`config.mk`:
```
export PLATFORM = sky130hd
export DESIGN_NAME = ptp_rtc_adj
export DESIGN_NICKNAME = d
export VERILOG_FILES = /design/src/rtl/ptp_rtc_adj.sv
export SDC_FILE = /design/constraint.sdc
export NUM_CORES = 1
export LEC_CHECK = 0
export ABC_AREA = 1
export CAP_MARGIN = 10
export CORE_MARGIN = 8
export CORE_UTILIZATION = 43
export CTS_BUF_LIST = sky130_fd_sc_hd__clkbuf_4
export CTS_CLUSTER_SIZE = 10
export DETAILED_ROUTE_END_ITERATION = 8
export DONT_BUFFER_PORTS = 1
export HOLD_SLACK_MARGIN = 0.1
export SLEW_MARGIN = 20
export SYNTH_ARGS = -nofsm -noshare
export SYNTH_HDL_FRONTEND = slang
export SYNTH_SLANG_ARGS = --single-unit
```
`constraint.sdc`:
```
create_clock -name rtc_clk -period 4.1 [get_ports rtc_clk]
set_input_delay 0.82 -clock rtc_clk [delete_from_list [all_inputs] [get_ports rtc_clk]]
set_output_delay 0.82 -clock rtc_clk [all_outputs]
set_load 0.05 [all_outputs]
```
`src/rtl/ptp_rtc_adj.sv`:
```
// Turns a seconds/nanoseconds correction request into one normalized offset pulse for the RTC.
// Define PTP_RTC_ADJ_SLEW_EN to split large seconds-free corrections into bounded slew steps.
module ptp_rtc_adj #(
   parameter int GAP_CYCLES = 8
`ifdef PTP_RTC_ADJ_SLEW_EN
   ,
   parameter int MAX_STEP_NS   = 1000,
   parameter int SLEW_INTERVAL = 1024
`endif
) (
   input  logic        rtc_clk,
   input  logic        rtc_rst_n,
   input  logic        adj_req_i,
   output logic        adj_rdy_o,
   input  logic [47:0] adj_sc_i,
   input  logic [31:0] adj_ns_i,
   output logic [47:0] sc_offset_o,
   output logic [31:0] ns_offset_o,
   output logic        offset_valid_o,
   output logic        adj_done_o,
   output logic        err_o
);

   // Handshake: a request transfers on any rising edge where adj_req_i && adj_rdy_o;
   // adj_rdy_o is high only in IDLE and requests in other states are ignored.
   typedef enum logic [2:0] {
      S_IDLE  = 3'd0,
      S_NORM  = 3'd1,
      S_ISSUE = 3'd2,
      S_GAP   = 3'd3
`ifdef PTP_RTC_ADJ_SLEW_EN
      ,
      S_SLEW  = 3'd4
`endif
   } state_t;

   localparam logic signed [31:0] NS_PER_S = 32'sd1000000000;
   localparam logic signed [47:0] SC_MAX   = 48'sh7FFF_FFFF_FFFF;
   localparam logic signed [47:0] SC_MIN   = 48'sh8000_0000_0000;
   localparam logic [31:0]        GAP_LAST = 32'(GAP_CYCLES);

   state_t             state_q;
   logic signed [47:0] sc_q;
   logic signed [31:0] ns_q;
   logic [31:0]        cnt_q;
   logic [47:0]        sc_off_q;
   logic [31:0]        ns_off_q;
   logic               valid_q;
   logic               done_q;
   logic               err_q;

`ifdef PTP_RTC_ADJ_SLEW_EN
   localparam logic signed [31:0] STEP_MAX  = 32'(MAX_STEP_NS);
   localparam logic [31:0]        SLEW_LAST = 32'(SLEW_INTERVAL);

   logic signed [31:0] step_d;
   logic               big_ns_d;

   always_comb begin
      step_d   = ns_q;
      big_ns_d = (ns_q > STEP_MAX) || (ns_q < -STEP_MAX);
      if (ns_q > STEP_MAX)
         step_d = STEP_MAX;
      else if (ns_q < -STEP_MAX)
         step_d = -STEP_MAX;
   end
`endif

   always_ff @(posedge rtc_clk) begin
      if (!rtc_rst_n) begin
         state_q  <= S_IDLE;
         sc_q     <= '0;
         ns_q     <= '0;
         cnt_q    <= '0;
         sc_off_q <= '0;
         ns_off_q <= '0;
         valid_q  <= 1'b0;
         done_q   <= 1'b0;
         err_q    <= 1'b0;
      end else begin
         valid_q <= 1'b0;
         done_q  <= 1'b0;
         case (state_q)
            S_IDLE: begin
               if (adj_req_i) begin
                  sc_q    <= adj_sc_i;
                  ns_q    <= adj_ns_i;
                  err_q   <= 1'b0;
                  state_q <= S_NORM;
               end
            end
            S_NORM: begin
               if (ns_q >= NS_PER_S) begin
                  if (sc_q == SC_MAX) begin
                     err_q   <= 1'b1;
                     done_q  <= 1'b1;
                     state_q <= S_IDLE;
                  end else begin
                     ns_q <= ns_q - NS_PER_S;
                     sc_q <= sc_q + 48'sd1;
                  end
               end else if (ns_q <= -NS_PER_S) begin
                  if (sc_q == SC_MIN) begin
                     err_q   <= 1'b1;
                     done_q  <= 1'b1;
                     state_q <= S_IDLE;
                  end else begin
                     ns_q <= ns_q + NS_PER_S;
                     sc_q <= sc_q - 48'sd1;
                  end
               end else if (sc_q == '0 && ns_q == '0) begin
                  done_q  <= 1'b1;
                  state_q <= S_IDLE;
`ifdef PTP_RTC_ADJ_SLEW_EN
               end else if (sc_q == '0 && big_ns_d) begin
                  valid_q  <= 1'b1;
                  sc_off_q <= '0;
                  ns_off_q <= step_d;
                  ns_q     <= ns_q - step_d;
                  cnt_q    <= 32'd1;
                  state_q  <= S_SLEW;
`endif
               end else begin
                  valid_q  <= 1'b1;
                  sc_off_q <= sc_q;
                  ns_off_q <= ns_q;
                  state_q  <= S_ISSUE;
               end
            end
            S_ISSUE: begin
               cnt_q   <= 32'd1;
               state_q <= S_GAP;
            end
            S_GAP: begin
               // The RTC's wrap-around guard needs this quiet time after every pulse.
               if (cnt_q == GAP_LAST - 32'd1)
                  done_q <= 1'b1;
               if (cnt_q >= GAP_LAST) begin
                  cnt_q   <= '0;
                  state_q <= S_IDLE;
               end else begin
                  cnt_q <= cnt_q + 32'd1;
               end
            end
`ifdef PTP_RTC_ADJ_SLEW_EN
            S_SLEW: begin
               if (cnt_q >= SLEW_LAST) begin
                  valid_q  <= 1'b1;
                  ns_off_q <= step_d;
                  ns_q     <= ns_q - step_d;
                  cnt_q    <= 32'd1;
                  if (step_d == ns_q)
                     state_q <= S_ISSUE;
               end else begin
                  cnt_q <= cnt_q + 32'd1;
               end
            end
`endif
            default: state_q <= S_IDLE;
         endcase
      end
   end

   assign adj_rdy_o      = (state_q == S_IDLE);
   assign sc_offset_o    = sc_off_q;
   assign ns_offset_o    = ns_off_q;
   assign offset_valid_o = valid_q;
   assign adj_done_o     = done_q;
   assign err_o          = err_q;

endmodule
```
---- Word-level counts from Yosys, hierarchy flattened ----
Cells that the tools add are included.
Widths: inputs -> output; s select.
storage, ports and cells
  register bits after elaboration ......... 198
  input port bits ......................... 83
  word-level logic and storage cells ...... 83
operators by class
  $add $sub $neg .......................... 5
  $lt $le $gt $ge ......................... 3
  eq/ne operators ......................... 14
  muxes and demuxes ....................... 36
  bitwise gates (word level) .............. 5
  reductions and logical operators ........ 11
operators with widths
  operator                number
  $mux 48                 5
  $mux 32                 6
  $pmux 32 s2             2
  $eq 48x48->1 const B    2
  $pmux 48 s2             1
  $add 48x2->48 const B   1
  $logic_not 48->1        1
  $sub 48x2->48 const B   1
  $add 32x1->32 const B   1
  $add 32x31->32 const B  1
  $eq 32x3->1 const B     1
  $ge 32x31->1 const B    1
  $ge 32x4->1 const B     1
  $le 32x31->1 const B    1
  $logic_not 32->1        1
  $sub 32x31->32 const B  1
  $mux 3                  6
  $ne 3x3->1 const B      5
  $mux 1                  12
  $pmux 3 s4              1
  $reduce_and 5->1        2
  $reduce_and 4->1        2
  $eq 3x2->1 const B      2
  $not 1->1               5
  9 further kinds         12

---- Longest topological paths before layout ----
  depth in word-level cells ............... 6
  mapped depth ............................ 26

---- Least setup slack after synthesis ----
Ideal clock, no wire load.
  path type ............................... register to register
  start ................................... reg ns_q[12]
  end ..................................... reg sc_q[23]
  library setup time ...................... 0.113 ns
  data arrival time ....................... 3.508 ns
  required time ........................... 3.987 ns
  slack ................................... 0.479 ns
  stages on the path, launching flop included .. 24
  path buffers ............................ 2
  period minus slack after synthesis ...... 3.621 ns
  path through ............................ dfxtp_1 > buf_2 > nor2_1 > nand3_2 > nand2_1 > inv_1 > nand3_1 > nand3_1 > a21boi_1 > buf_2 > ha_1 > nand2_1 > nand3_1 > nand2_1 > nand2_1 > nand2_1 > nand2_1 > nand2_1 > nand3_1 > or2_2 > nand3_1 > nand2_1 > nor2_1 > nor2_1
between the ends
  word-level cells in the longest chain between the ends .. 3
  elaborated cells between the ends (all ways) .. 8
  those cells by class .................... order compare: 2; eq/ne: 3; mux: 2; reduce/logical: 1
ends and longest elaborated chain
  item                                                              RTL line  text
  from (decl)                                                       44        logic signed [31:0] ns_q;
  from (signal assigned)                                            87        ns_q <= adj_ns_i;
  from (signal assigned)                                            99        ns_q <= ns_q - NS_PER_S;
  from (signal assigned)                                            108       ns_q <= ns_q + NS_PER_S;
  $ge 32x31->1 or $le 32x31->1 (tied branches)                      93, 102
  $ne 3x3->1 (no source line) or $mux 48 (tied branches)            --
  $reduce_and 5->1 (no source line) or $pmux 48 s2 (tied branches)  --
  to (signal assigned)                                              86        sc_q <= adj_sc_i;
  to (signal assigned)                                              100       sc_q <= sc_q + 48'sd1;
  to (signal assigned)                                              109       sc_q <= sc_q - 48'sd1;
  to (decl)                                                         43        logic signed [47:0] sc_q;
Parallel ways exist; a longest one is shown, timed or not.
A chain may end at the register's enable or synchronous reset.

---- Worst setup path in the final report ----
  start ................................... reg ns_q[11]
  end ..................................... reg sc_q[35]
The elaborated chain is that of the path after synthesis.

==> results.sh <==
export IMPL_netlist_area_um2=13700
export IMPL_grt_max_degree=127
export IMPL_maxCapViolations=0
export IMPL_hold_class="in2reg"
export IMPL_syn_avg_cell_area_um2=5.87
export IMPL_syn_inst=2337
export IMPL_drt_iter0_drc=1354
export IMPL_hold_buffers=0
export IMPL_grt_antenna_before_repair=1
export IMPL_ant_nets=0
export IMPL_multi_input_area_um2=8380
export IMPL_cts_tree="done"
export IMPL_vias=14673
export IMPL_cp_cell_sequence="nand2_1 > nand3_2 > nand2_1 > inv_1 > nand3_1 > nand3_1 > a21boi_4 > buf_12 > buf_4 > ha_1 > a21oi_1 > nand2_1 > a21oi_1 > a21boi_1 > nand3_1 > nand2_1 > nand3_1 > nand2_1 > nand2_1 > a21oi_1"
export IMPL_cp_slowest_cell="dfxtp_1"
export IMPL_ys_types=42
export IMPL_startpoint="ns_q[11]"
export IMPL_die_area_um2=37800
export IMPL_reg2reg_to="sc_q[35]"
export IMPL_core_area_um2=31500
export IMPL_worstPathArrival_ns=4.31
export IMPL_hold_end="ns_q[4]"
export IMPL_end_kind="flip-flop"
export IMPL_critical_path_class="reg2reg"
export IMPL_fin_crit_sh_pct=91.6
export IMPL_gp_congestion=0.985
export IMPL_syn_nets=2472
export IMPL_drt_first_pass_iters=6
export IMPL_grt_usage_pct=26.2
export IMPL_worstSetupStartpointType="flip-flop"
export IMPL_portBuffers=0
export IMPL_fin_crit_ns=3.76
export IMPL_critPathRequiredTime_ns=4.66
export IMPL_synth_area_leaders="dfxtp_1 29%, nand2_1 20%, nor2_1 9.4%"
export IMPL_whs_ns=0.314
export IMPL_io_pins=167
export IMPL_status="complete, no violations"
export IMPL_reg2reg_setup_slack_ns=0.34
export IMPL_cpMostUsedCell="nand2_1"
export IMPL_die_w_um=195
export IMPL_drive_above_1_share_pct=5.56
export IMPL_min_from="rtc_rst_n"
export IMPL_route_detailed_drc=0
export IMPL_cts_inserted_buffers=17
export IMPL_cts_max_level=4
export IMPL_critPathTopFamily="simple AND/OR/NAND/NOR gates"
export IMPL_die_h_um=195
export IMPL_fill_cells=3497
export IMPL_nNetsFinal=2443
export IMPL_routedWlPerCell_um=18.5
export IMPL_max_stage_delay_ns=0.42
export IMPL_clk_pin_slew_worst_paths_ns=0.17
export IMPL_area_growth_synth_to_final_pct=5.69
export IMPL_tns_ns=0
export IMPL_r2r_cells=20
export IMPL_grt_setup_unrepaired="false"
export IMPL_routed_via_density=5.38
export IMPL_worstPathMaxFanout=27
export IMPL_seq_area_frac_synth_pct=28.8
export IMPL_slew_headroom_pct=37.3
export IMPL_num_rows=65
export IMPL_path_buf_inv=3
export IMPL_clock_skew_ns=0.0360
export IMPL_gr_total_overflow=0
export IMPL_clockBufferDepth=2
export IMPL_slew_violations=0
export IMPL_grt_pass1_wl_mm=79.1
export IMPL_start_util_pct=43.5
export IMPL_finalSetupViolCount=0
export IMPL_fmax_ghz=0.266
export IMPL_ys_ff_latch=197
export IMPL_dp_hpwl_mm=39.7
export IMPL_cts_root_buffer="clkbuf_4"
export IMPL_final_hold_viol_count=0
export IMPL_yosys_area_top_type_share_pct=28.8
export IMPL_worstHoldPathCells=2
export IMPL_post_synth_top_area_cell="dfxtp_1"
export IMPL_first_global_vias=13651
export IMPL_yosysWarnings=0
export IMPL_cts_sinks=197
export IMPL_clk_latency_ns=0.64
export IMPL_wl_mm=50.5
export IMPL_r2r_start="ns_q[11]"
export IMPL_tightest_slew_ns=0.941
export IMPL_seqCellArea_um2=3950
==> cell type report <==
type	count	share of cell area [%]
Clock inverter	15	1.17
Multi-Input combinational cell	1792	57.8
Inverter	255	6.62
Clock buffer	17	0.881
Antenna cell	3	0.0518
Sequential cell	197	27.3
Timing Repair Buffer	45	2.68
Tap cell	402	3.47
==> worst reg2reg max path, delay by kind of cell, from the launching register on <==
family,cells,cell delay (ns)
AND/OR/NAND/NOR,11,1.26
AO/OA/AOI/OAI,5,1.10
buffers and inverters,3,0.57
flip-flops,1,0.42
adder cells (fa/ha/maj),1,0.35
==> flip-flops by register name, summed over array words and instances, names as in the netlist <==
| name | count |
|---|---|
| ns_offset_o | 32 |
| err_o | 1 |
| cnt_q | 32 |
| sc_offset_o | 48 |
| sc_q | 48 |
| ns_q | 32 |
| offset_valid_o | 1 |
| adj_done_o | 1 |
| state_q | 2 |
==> cells in the final DEF (no fill, tap or decap), types with 4 or more instances in the layout <==
master	Yosys	routed
nand2_1	743	742
nor2_1	345	344
inv_1	240	239
dfxtp_1	197	189
a21oi_1	167	167
o21ai_0	148	148
nand3_1	126	126
ha_1	51	51
nand4_1	49	49
buf_4	14	41
o21ai_1	37	37
nor3_1	32	31
xor2_1	27	27
clkbuf_4	0	17
inv_2	15	15
or2_2	12	12
o21bai_1	11	11
dfxtp_2	0	8
nand3b_1	7	7
xnor2_1	5	5
nor4_1	4	4
clkinv_2	0	4
buf_12	0	4
==> routing by layer <==
metal	global-route usage (%)	vias to the layer above	part of all wire, %	wire length (um)
li1	-	7387	-	-
met1	37.6	6707	48	24300
met2	39.3	527	42	21100
met3	5.49	52	8.3	4200
met4	6.73	0	1.8	924
met5	0	-	0	0
==> worst max-delay path by stage <==
| stage | slack, ns | to | cells after the start |
|---|---|---|---|
| after floorplan | 0.48 | sc_q[23] | 23 |
| after global placement | 0.22 | sc_q[31] | 20 |
| after detailed placement | 0.28 | sc_q[37] | 21 |
| after CTS | 0.23 | sc_q[37] | 20 |
| after global routing | 0.01 | sc_q[35] | 20 |
| final | 0.34 | sc_q[35] | 20 |
==> stage by stage <==
step | instances | worst slack [ns] | utilization (%) | instance area (um^2)
final | 2726 | 0.345 | 46.0 | 14500
after floorplan | 2337 | 0.479 | - | 13700
after global routing | 2725 | 0.0121 | 46.0 | 14500
after CTS | 2720 | 0.227 | 45.9 | 14400
after detailed placement | 2688 | 0.277 | 44.9 | 14100
after global placement | 2688 | 0.217 | 44.9 | 14100
==> kinds of logic after synthesis <==
kind of cell | share of synthesized area, %
AOI/OAI and AO/OA | 14.1
xor gates and xnor gates | 2.04
adders and majority gates | 4.80
buffers and inverters | 10.3
DFF | 28.8
and+or+nand+nor | 40.0
==> synthesized netlist by cell type, drive strengths merged <==
master	number
nand3b	7
o2111ai	1
and2	3
inv	255
xnor2	5
nor2	349
ha	51
fa	1
nor3b	1
a31oi	1
nand4	50
xor2	27
dfxtp	197
a21oi	167
o21ai	185
o211ai	2
clkbuf	39
buf	54
a21o	1
nor4	4
o21bai	11
a21boi	3
nand3	129
a211oi	1
nand2	747
nor3	32
o21a	2
or2	12
==> repair_timing <==
action,in CTS,in global routing
setup buffers,0,3
endpoints found under the setup margin,0,14
gates resized for setup,0,11
Power is left out: the tool's default activity adds up to more than one toggle a clock period on the data nets, which glitch-free logic cannot reach.
